**src/rtl/btn_debounce_if.sv**
```systemverilog
// Push-button conditioning bus: raw button in, debounced level and edge pulses out.
// The debouncer takes the slave side and the button source takes the master side.
interface btn_debounce_if;
  logic Btn;
  logic Pulse;
  logic Release;
  logic Level;

  modport master (output Btn, input Pulse, input Release, input Level);
  modport slave  (input Btn, output Pulse, output Release, output Level);
endinterface

```
**src/rtl/btn_debounce.sv**
```systemverilog
// Button debouncer: two-flop synchroniser followed by a four-state stability FSM.
// It emits one-cycle Pulse/Release strobes on each accepted edge and a debounced Level.
module btn_debounce #(
  parameter int STABLE_CYCLES = 4,
  parameter int CNT_WIDTH     = 3
) (
  input  logic          Clk,
  input  logic          Rst,
  btn_debounce_if.slave bus
);

  typedef enum logic [1:0] {
    st_low      = 2'd0,
    st_rise_chk = 2'd1,
    st_high     = 2'd2,
    st_fall_chk = 2'd3
  } state_t;

  localparam logic [CNT_WIDTH-1:0] CNT_ONE  = CNT_WIDTH'(1);
  localparam logic [CNT_WIDTH-1:0] CNT_LAST = CNT_WIDTH'(STABLE_CYCLES - 1);

  logic                 sync0;
  logic                 sync1;
  state_t               state;
  logic [CNT_WIDTH-1:0] cnt;
  logic                 pulse_q;
  logic                 release_q;
  logic                 level_q;

  // NOTE: Btn is asynchronous. Only sync1 may be looked at, because sync0 can still be metastable.
  always_ff @(posedge Clk or posedge Rst) begin
    if (Rst) begin
      sync0 <= 1'b0;
      sync1 <= 1'b0;
    end else begin
      sync0 <= bus.Btn;
      sync1 <= sync0;
    end
  end

  // cnt counts the samples already seen at the new level, so reaching CNT_LAST
  // while the level still holds is the STABLE_CYCLES-th consecutive sample.
  always_ff @(posedge Clk or posedge Rst) begin
    if (Rst) begin
      state     <= st_low;
      cnt       <= '0;
      pulse_q   <= 1'b0;
      release_q <= 1'b0;
      level_q   <= 1'b0;
    end else begin
      // NOTE: the strobes default low here and a later assignment in the same block overrides this, which is what makes them single-cycle.
      pulse_q   <= 1'b0;
      release_q <= 1'b0;
      unique case (state)
        st_low: begin
          if (sync1) begin
            state <= st_rise_chk;
            cnt   <= CNT_ONE;
          end else begin
            cnt   <= '0;
          end
        end
        st_rise_chk: begin
          if (!sync1) begin
            state <= st_low;
            cnt   <= '0;
          end else if (cnt == CNT_LAST) begin
            state   <= st_high;
            cnt     <= '0;
            level_q <= 1'b1;
            pulse_q <= 1'b1;
          end else begin
            cnt <= cnt + CNT_ONE;
          end
        end
        st_high: begin
          if (!sync1) begin
            state <= st_fall_chk;
            cnt   <= CNT_ONE;
          end
        end
        st_fall_chk: begin
          if (sync1) begin
            state <= st_high;
            cnt   <= '0;
          end else if (cnt == CNT_LAST) begin
            state     <= st_low;
            cnt       <= '0;
            level_q   <= 1'b0;
            release_q <= 1'b1;
          end else begin
            cnt <= cnt + CNT_ONE;
          end
        end
        default: begin
          state <= st_low;
          cnt   <= '0;
        end
      endcase
    end
  end

  assign bus.Pulse   = pulse_q;
  assign bus.Release = release_q;
  assign bus.Level   = level_q;

endmodule

```
**src/flat_wrapper.sv**
```systemverilog
// flat-port wrapper written by rule: the top's interface ports become plain ports
module btn_debounce_flat 
#(
  parameter int STABLE_CYCLES = 4,
  parameter int CNT_WIDTH     = 3
)
  (Clk, Rst, bus_Btn, bus_Pulse, bus_Release, bus_Level);
  btn_debounce_if bus_i ();
  input  logic Clk;
  input  logic Rst;
  input wire logic [$bits(bus_i.Btn)-1:0] bus_Btn;
  output wire logic [$bits(bus_i.Pulse)-1:0] bus_Pulse;
  output wire logic [$bits(bus_i.Release)-1:0] bus_Release;
  output wire logic [$bits(bus_i.Level)-1:0] bus_Level;
  assign bus_i.Btn = bus_Btn;
  assign bus_Pulse = bus_i.Pulse;
  assign bus_Release = bus_i.Release;
  assign bus_Level = bus_i.Level;
  btn_debounce #(.STABLE_CYCLES(STABLE_CYCLES), .CNT_WIDTH(CNT_WIDTH)) u_core (.Clk(Clk), .Rst(Rst), .bus(bus_i));
endmodule
```
**config.mk**
```make
export PLATFORM = sky130hd
export DESIGN_NAME = btn_debounce_flat
export DESIGN_NICKNAME = d
export VERILOG_FILES = /design/src/rtl/btn_debounce_if.sv /design/src/rtl/btn_debounce.sv /design/src/flat_wrapper.sv
export SDC_FILE = /design/constraint.sdc
export NUM_CORES = 1
export LEC_CHECK = 0
export CAP_MARGIN = 20
export CORE_AREA = 3 3 40 42
export CTS_CLUSTER_SIZE = 20
export DETAILED_ROUTE_END_ITERATION = 16
export DIE_AREA = 0 0 43 45
export PLACE_DENSITY = 0.49
export SYNTH_ARGS = -nofsm -noshare
export SYNTH_HDL_FRONTEND = slang
export SYNTH_SLANG_ARGS = --single-unit
```
**constraint.sdc**
```tcl
create_clock -name Clk -period 1.8 [get_ports Clk]
set_clock_uncertainty 0.2 [all_clocks]
set_input_delay 0.36 -clock Clk [delete_from_list [all_inputs] [get_ports Clk]]
set_output_delay 0.36 -clock Clk [all_outputs]
set_load 0.01 [all_outputs]
```
# Yosys cells after proc, flatten, opt, wreduce, memory -nomap -nowiden
# Index checks and enable logic that the tools add are counted.
op_classes:
  eq_ne: 12
  reduce_logical: 4
  n_mux: 23
  addsub: 1
op_table:
  columns: ["operator", "n"]
  rows:
  - ["$mux 2", 6]
  - ["$mux 3", 4]
  - ["$pmux 3 s4", 1]
  - ["$mux 1", 10]
  - ["$ne 2x1->1 const B", 4]
  - ["$pmux 2 s4", 1]
  - ["$reduce_and 5->1", 1]
  - ["$eq 2x2->1 const B", 2]
  - ["$ne 2x2->1 const B", 2]
  - ["$reduce_and 4->1", 1]
  - ["$add 3x1->3 const B", 1]
  - ["$eq 3x2->1 const B", 1]
  - ["$ne 3x1->1 const B", 1]
  - ["$ne 3x3->1 const B", 1]
  - ["$eq 2x1->1 const B", 1]
  - ["$logic_not 2->1", 1]
  - ["$pmux 1 s2", 1]
  - ["$reduce_bool 2->1", 1]
totals:
  out_inout_bits: 3
  regBits: 10
  inputBits: 3
  word_cells: 47

# Logic depth before layout (Yosys ltp)
depth:
  ltp_word: 4
  depth_mapped: 4
  mapped_depth_nobuf: 4

# Worst setup path after synthesis
# Ideal clock, no wire load.
synth_path:
  path_type: "register to register"
  startpoint: "reg u_core.cnt[0]"
  endpoint: "reg u_core.cnt[1]"
  setup_time_ns: 0.124
  period_less_slack_ns: 1.351
  t_arrival_ns: 1.027
  n_path_buf: 0
  stages_incl_launch_ff: 5
  setup_slack_ns: 0.449
  path_cell_list: "dfrtp_1 -> ha_1 -> nand2_1 -> nor3_2 -> a211o_1"
synth_via:
  elab_chain_len: 4
  elab_cells_between_ends: 6
  classes_between: "1 x add/sub; 1 x eq/ne; 4 x mux"
synth_lines:
  columns: ["element", "line_no", "rtl"]
  rows:
  - ["start: declaration", "btn_debounce.sv:25", "logic [CNT_WIDTH-1:0] cnt;"]
  - ["start signal: assignment", "btn_debounce.sv:73", "cnt <= cnt + CNT_ONE;"]
  - ["start signal: assignment", "btn_debounce.sv:92", "cnt <= cnt + CNT_ONE;"]
  - ["$add 3x1->3 or $eq 3x2->1 (tied branches)", null, null]
  - ["$mux 3 (*)", "btn_debounce.sv:67, btn_debounce.sv:86", null]
  - ["$mux 3 (on tied branches)", "btn_debounce.sv:83, btn_debounce.sv:64", null]
  - ["$pmux 3 s4 (*)", "btn_debounce.sv:54", "unique case (state)"]
# Every way passes the cells marked *; elsewhere a longest branch is shown, timed or not.
# A chain may end at the register's enable or synchronous reset.

# Worst setup path after layout
layout_path:
  startpoint: "reg u_core.level_q (netlist: u_core.bus.Level)"
  endpoint: "out bus_Level"
layout_lines:
  columns: ["element", "line_no", "rtl"]
  rows:
  - ["start: declaration", "btn_debounce.sv:28", "logic level_q;"]
  - ["start signal: assignment", "btn_debounce.sv:49", "level_q <= 1'b0;"]
  - ["start signal: assignment", "btn_debounce.sv:70", "level_q <= 1'b1;"]
  - ["start signal: assignment", "btn_debounce.sv:89", "level_q <= 1'b0;"]
  - ["end: declaration", "flat_wrapper.sv:14", "output wire logic [$bits(bus_i.Level)-1:0] bus_Level;"]
# No word-level cell between the ends.

==> reports/metrics.cfg <==
[route]
wirelength_um=686
dr.pass1.iters=1
ant_nets=0
wl_per_cell_um=11.4
vias=299
drc=0
drt_iter0_markers=0
vias_per_cell=4.98

[critical_path]
path_depth=1
crit_path_cell_trace=clkdlybuf4s50_1
r2r_setup_slack_ps=360
crit_start=u_core.bus.Level
cp.required_ps=1240
cp_num_buf_inv=1
slowest_stage=clkdlybuf4s50_1
max_stage_delay_ps=550
cp-endpoint=bus_Level
crit_path_end_kind=output pin
critical_path.top_delay_family=buffers and inverters
cp-start-kind=flip-flop
rr_startpoint=u_core.cnt[0]
arrival_ps=1150
crit_fanout=3
r2r_cells=3
critical_path_class=flip-flop to output pin

[die]
core_region_area_sq_um=1280
ios=6
dieArea_sq_um=1940
core.rowCount=13
die_w_um=43
die_y_um=45
start_util=0.333

[timing]
slew_violations=0
rsz0062_at_grt=false
post-route-min-period_ps=1710
max_freq_ghz=0.584
tns_ps=0
tightest_slew_ps=362
hold_slack_ps=149
timing.final.ws_setup_ps=87.1
slew_headroom=0.758
setup_viol=0
final-hold-violation-count=0
period_share=0.952

[cts]
cts.sinks=10
post_cts_resize_count=0
clock_tree.buffer_depth=2
postCtsSetupBuffers=0
cts_buffers=3
insertion_delay_ps=250
h-tree-depth=1
holdBufCountCts=0
cts_tree=built
cts.reportedPaths.clkPinSlew_ps=50
cts_root_buffer=clkbuf_4

[pwr]
p_leak_nw=0.244
worst_ir_drop_vdd_uv=616
power_density_nw_per_um2=1220
power_mw=0.633

[global_route]
grt_max_degree=11
antenna_found_initial=0
gr-total-overflow=0
grt_pass1_vias=263
grt_pass1_wl_um=1190
grt_usage=0.0954

[final_layout]
drive_above_1_share=0.178
final_cell_area_sq_um=519
fin_nets=51
n_antenna_cell=0
syn2layout_area_growth_pct=21.3

[yosys]
yosysTopAreaCell=dfrtp_1
yosysWarnings=0
syn_area_sq_um=428
ys_seq_area_frac=0.585
synth_top_area_frac=0.585
synthCells=37
syn_avg_cell_area_sq_um=11.6
ys_types=20
synth_nets=41
ys_ff_latch=10
yosys-top-cells-area=dfrtp_1 (58%), nor2_1 (4.4%), mux2_4 (3.5%), ha_1 (2.9%), nand2b_1 (2.9%)

[place]
post_dp_cell_area_sq_um=497
dp_hpwl_um=547
gp_congestion=0.699
port_buffers=5
post-place-ws_ps=352

[min_path]
min_from=u_core.sync0
hp-class=flip-flop to flip-flop

[run_status]
outcome=complete, no violations

[flow_run]
max_cap_violations=0

cell families after synthesis:
family	Yosys count	synth area share
AND/OR/NAND/NOR	15	0.202
flip-flops	10	0.585
AO/OA/AOI/OAI	8	0.132
buffers and inverters	2	0.0176
multiplexers	1	0.0351
adder cells (fa/ha/maj)	1	0.0292
cells in the mapped netlist, drive strengths merged:
| master | count |
|---|---|
| nand3b | 1 |
| o21ai | 2 |
| inv | 2 |
| a211o | 1 |
| mux2 | 1 |
| nand2 | 3 |
| nor3 | 2 |
| nand2b | 3 |
| a21boi | 1 |
| o21a | 1 |
| ha | 1 |
| a211oi | 1 |
| dfrtp | 10 |
| nor2 | 5 |
| and2b | 1 |
| o22ai | 1 |
| o221ai | 1 |
flip-flops by register name, indices dropped and copies added, names as in the netlist, named ones only:
| signal | flops |
|---|---|
| u_core.sync1 | 1 |
| u_core.sync0 | 1 |
| u_core.state | 1 |
| u_core.cnt | 3 |
| u_core.bus.Pulse | 1 |
| u_core.bus.Level | 1 |
| u_core.bus.Release | 1 |
final cells by class:
type,instances,area [sq um]
clock buffers,3,22.5
fillers,124,766
inverters,2,7.51
multi-input cells,25,170
flip-flops and latches,10,250
well taps,15,18.8
repair buffers,5,50.0
cells in the final DEF, fill, tap and decap left out:
cell type / instances
nand2_1: 3
o21ai_0: 1
and2b_2: 1
nand2b_2: 1
nor3_2: 1
nand2b_1: 2
nand3b_2: 1
clkdlybuf4s50_1: 5
clkbuf_4: 3
a211oi_1: 1
mux2_4: 1
o22ai_1: 1
nor3_1: 1
o21a_1: 1
ha_1: 1
o21ai_1: 1
inv_1: 2
o221ai_1: 1
a21boi_0: 1
dfrtp_1: 10
a211o_1: 1
nor2_1: 5
routing by layer:
metal / GRT usage / part of all wire / vias up
met4: 0.0904 / 0.035 / 0
met1: 0.108 / 0.43 / 141
met5: 0 / 0 / -
met3: 0.0598 / 0.060 / 4
met2: 0.120 / 0.47 / 7
li1: - / - / 147
power by group:
| group | switching (mW) | total, mW | internal (mW) | leakage [nW] |
|---|---|---|---|---|
| combinational | 0.0815 | 0.165 | 0.0839 | 0.106 |
| clock | 0.0639 | 0.140 | 0.0765 | 0.0138 |
| sequential | 0.0556 | 0.327 | 0.271 | 0.124 |
worst min-delay path by stage:
| stage | cells after the start | slack (ps) | endpoint |
|---|---|---|---|
| global placement | 0 | 140 | u_core.sync1 |
| detailed placement | 0 | 140 | u_core.sync1 |
| finish | 0 | 150 | u_core.sync1 |
| global route | 2 | 180 | u_core.sync1 |
| floorplan | 1 | 0.2 | asynchronous set/reset pin |
| CTS | 0 | 160 | u_core.sync1 |
metrics by stage:
| step | utilization | instances |
|---|---|---|
| after global placement | 0.387 | 57 |
| after global routing | 0.404 | 60 |
| after CTS | 0.404 | 60 |
| final | 0.404 | 60 |
| after floorplan | - | 37 |
| after detailed placement | 0.387 | 57 |
Note: power is estimated with default switching activity, not from simulation.
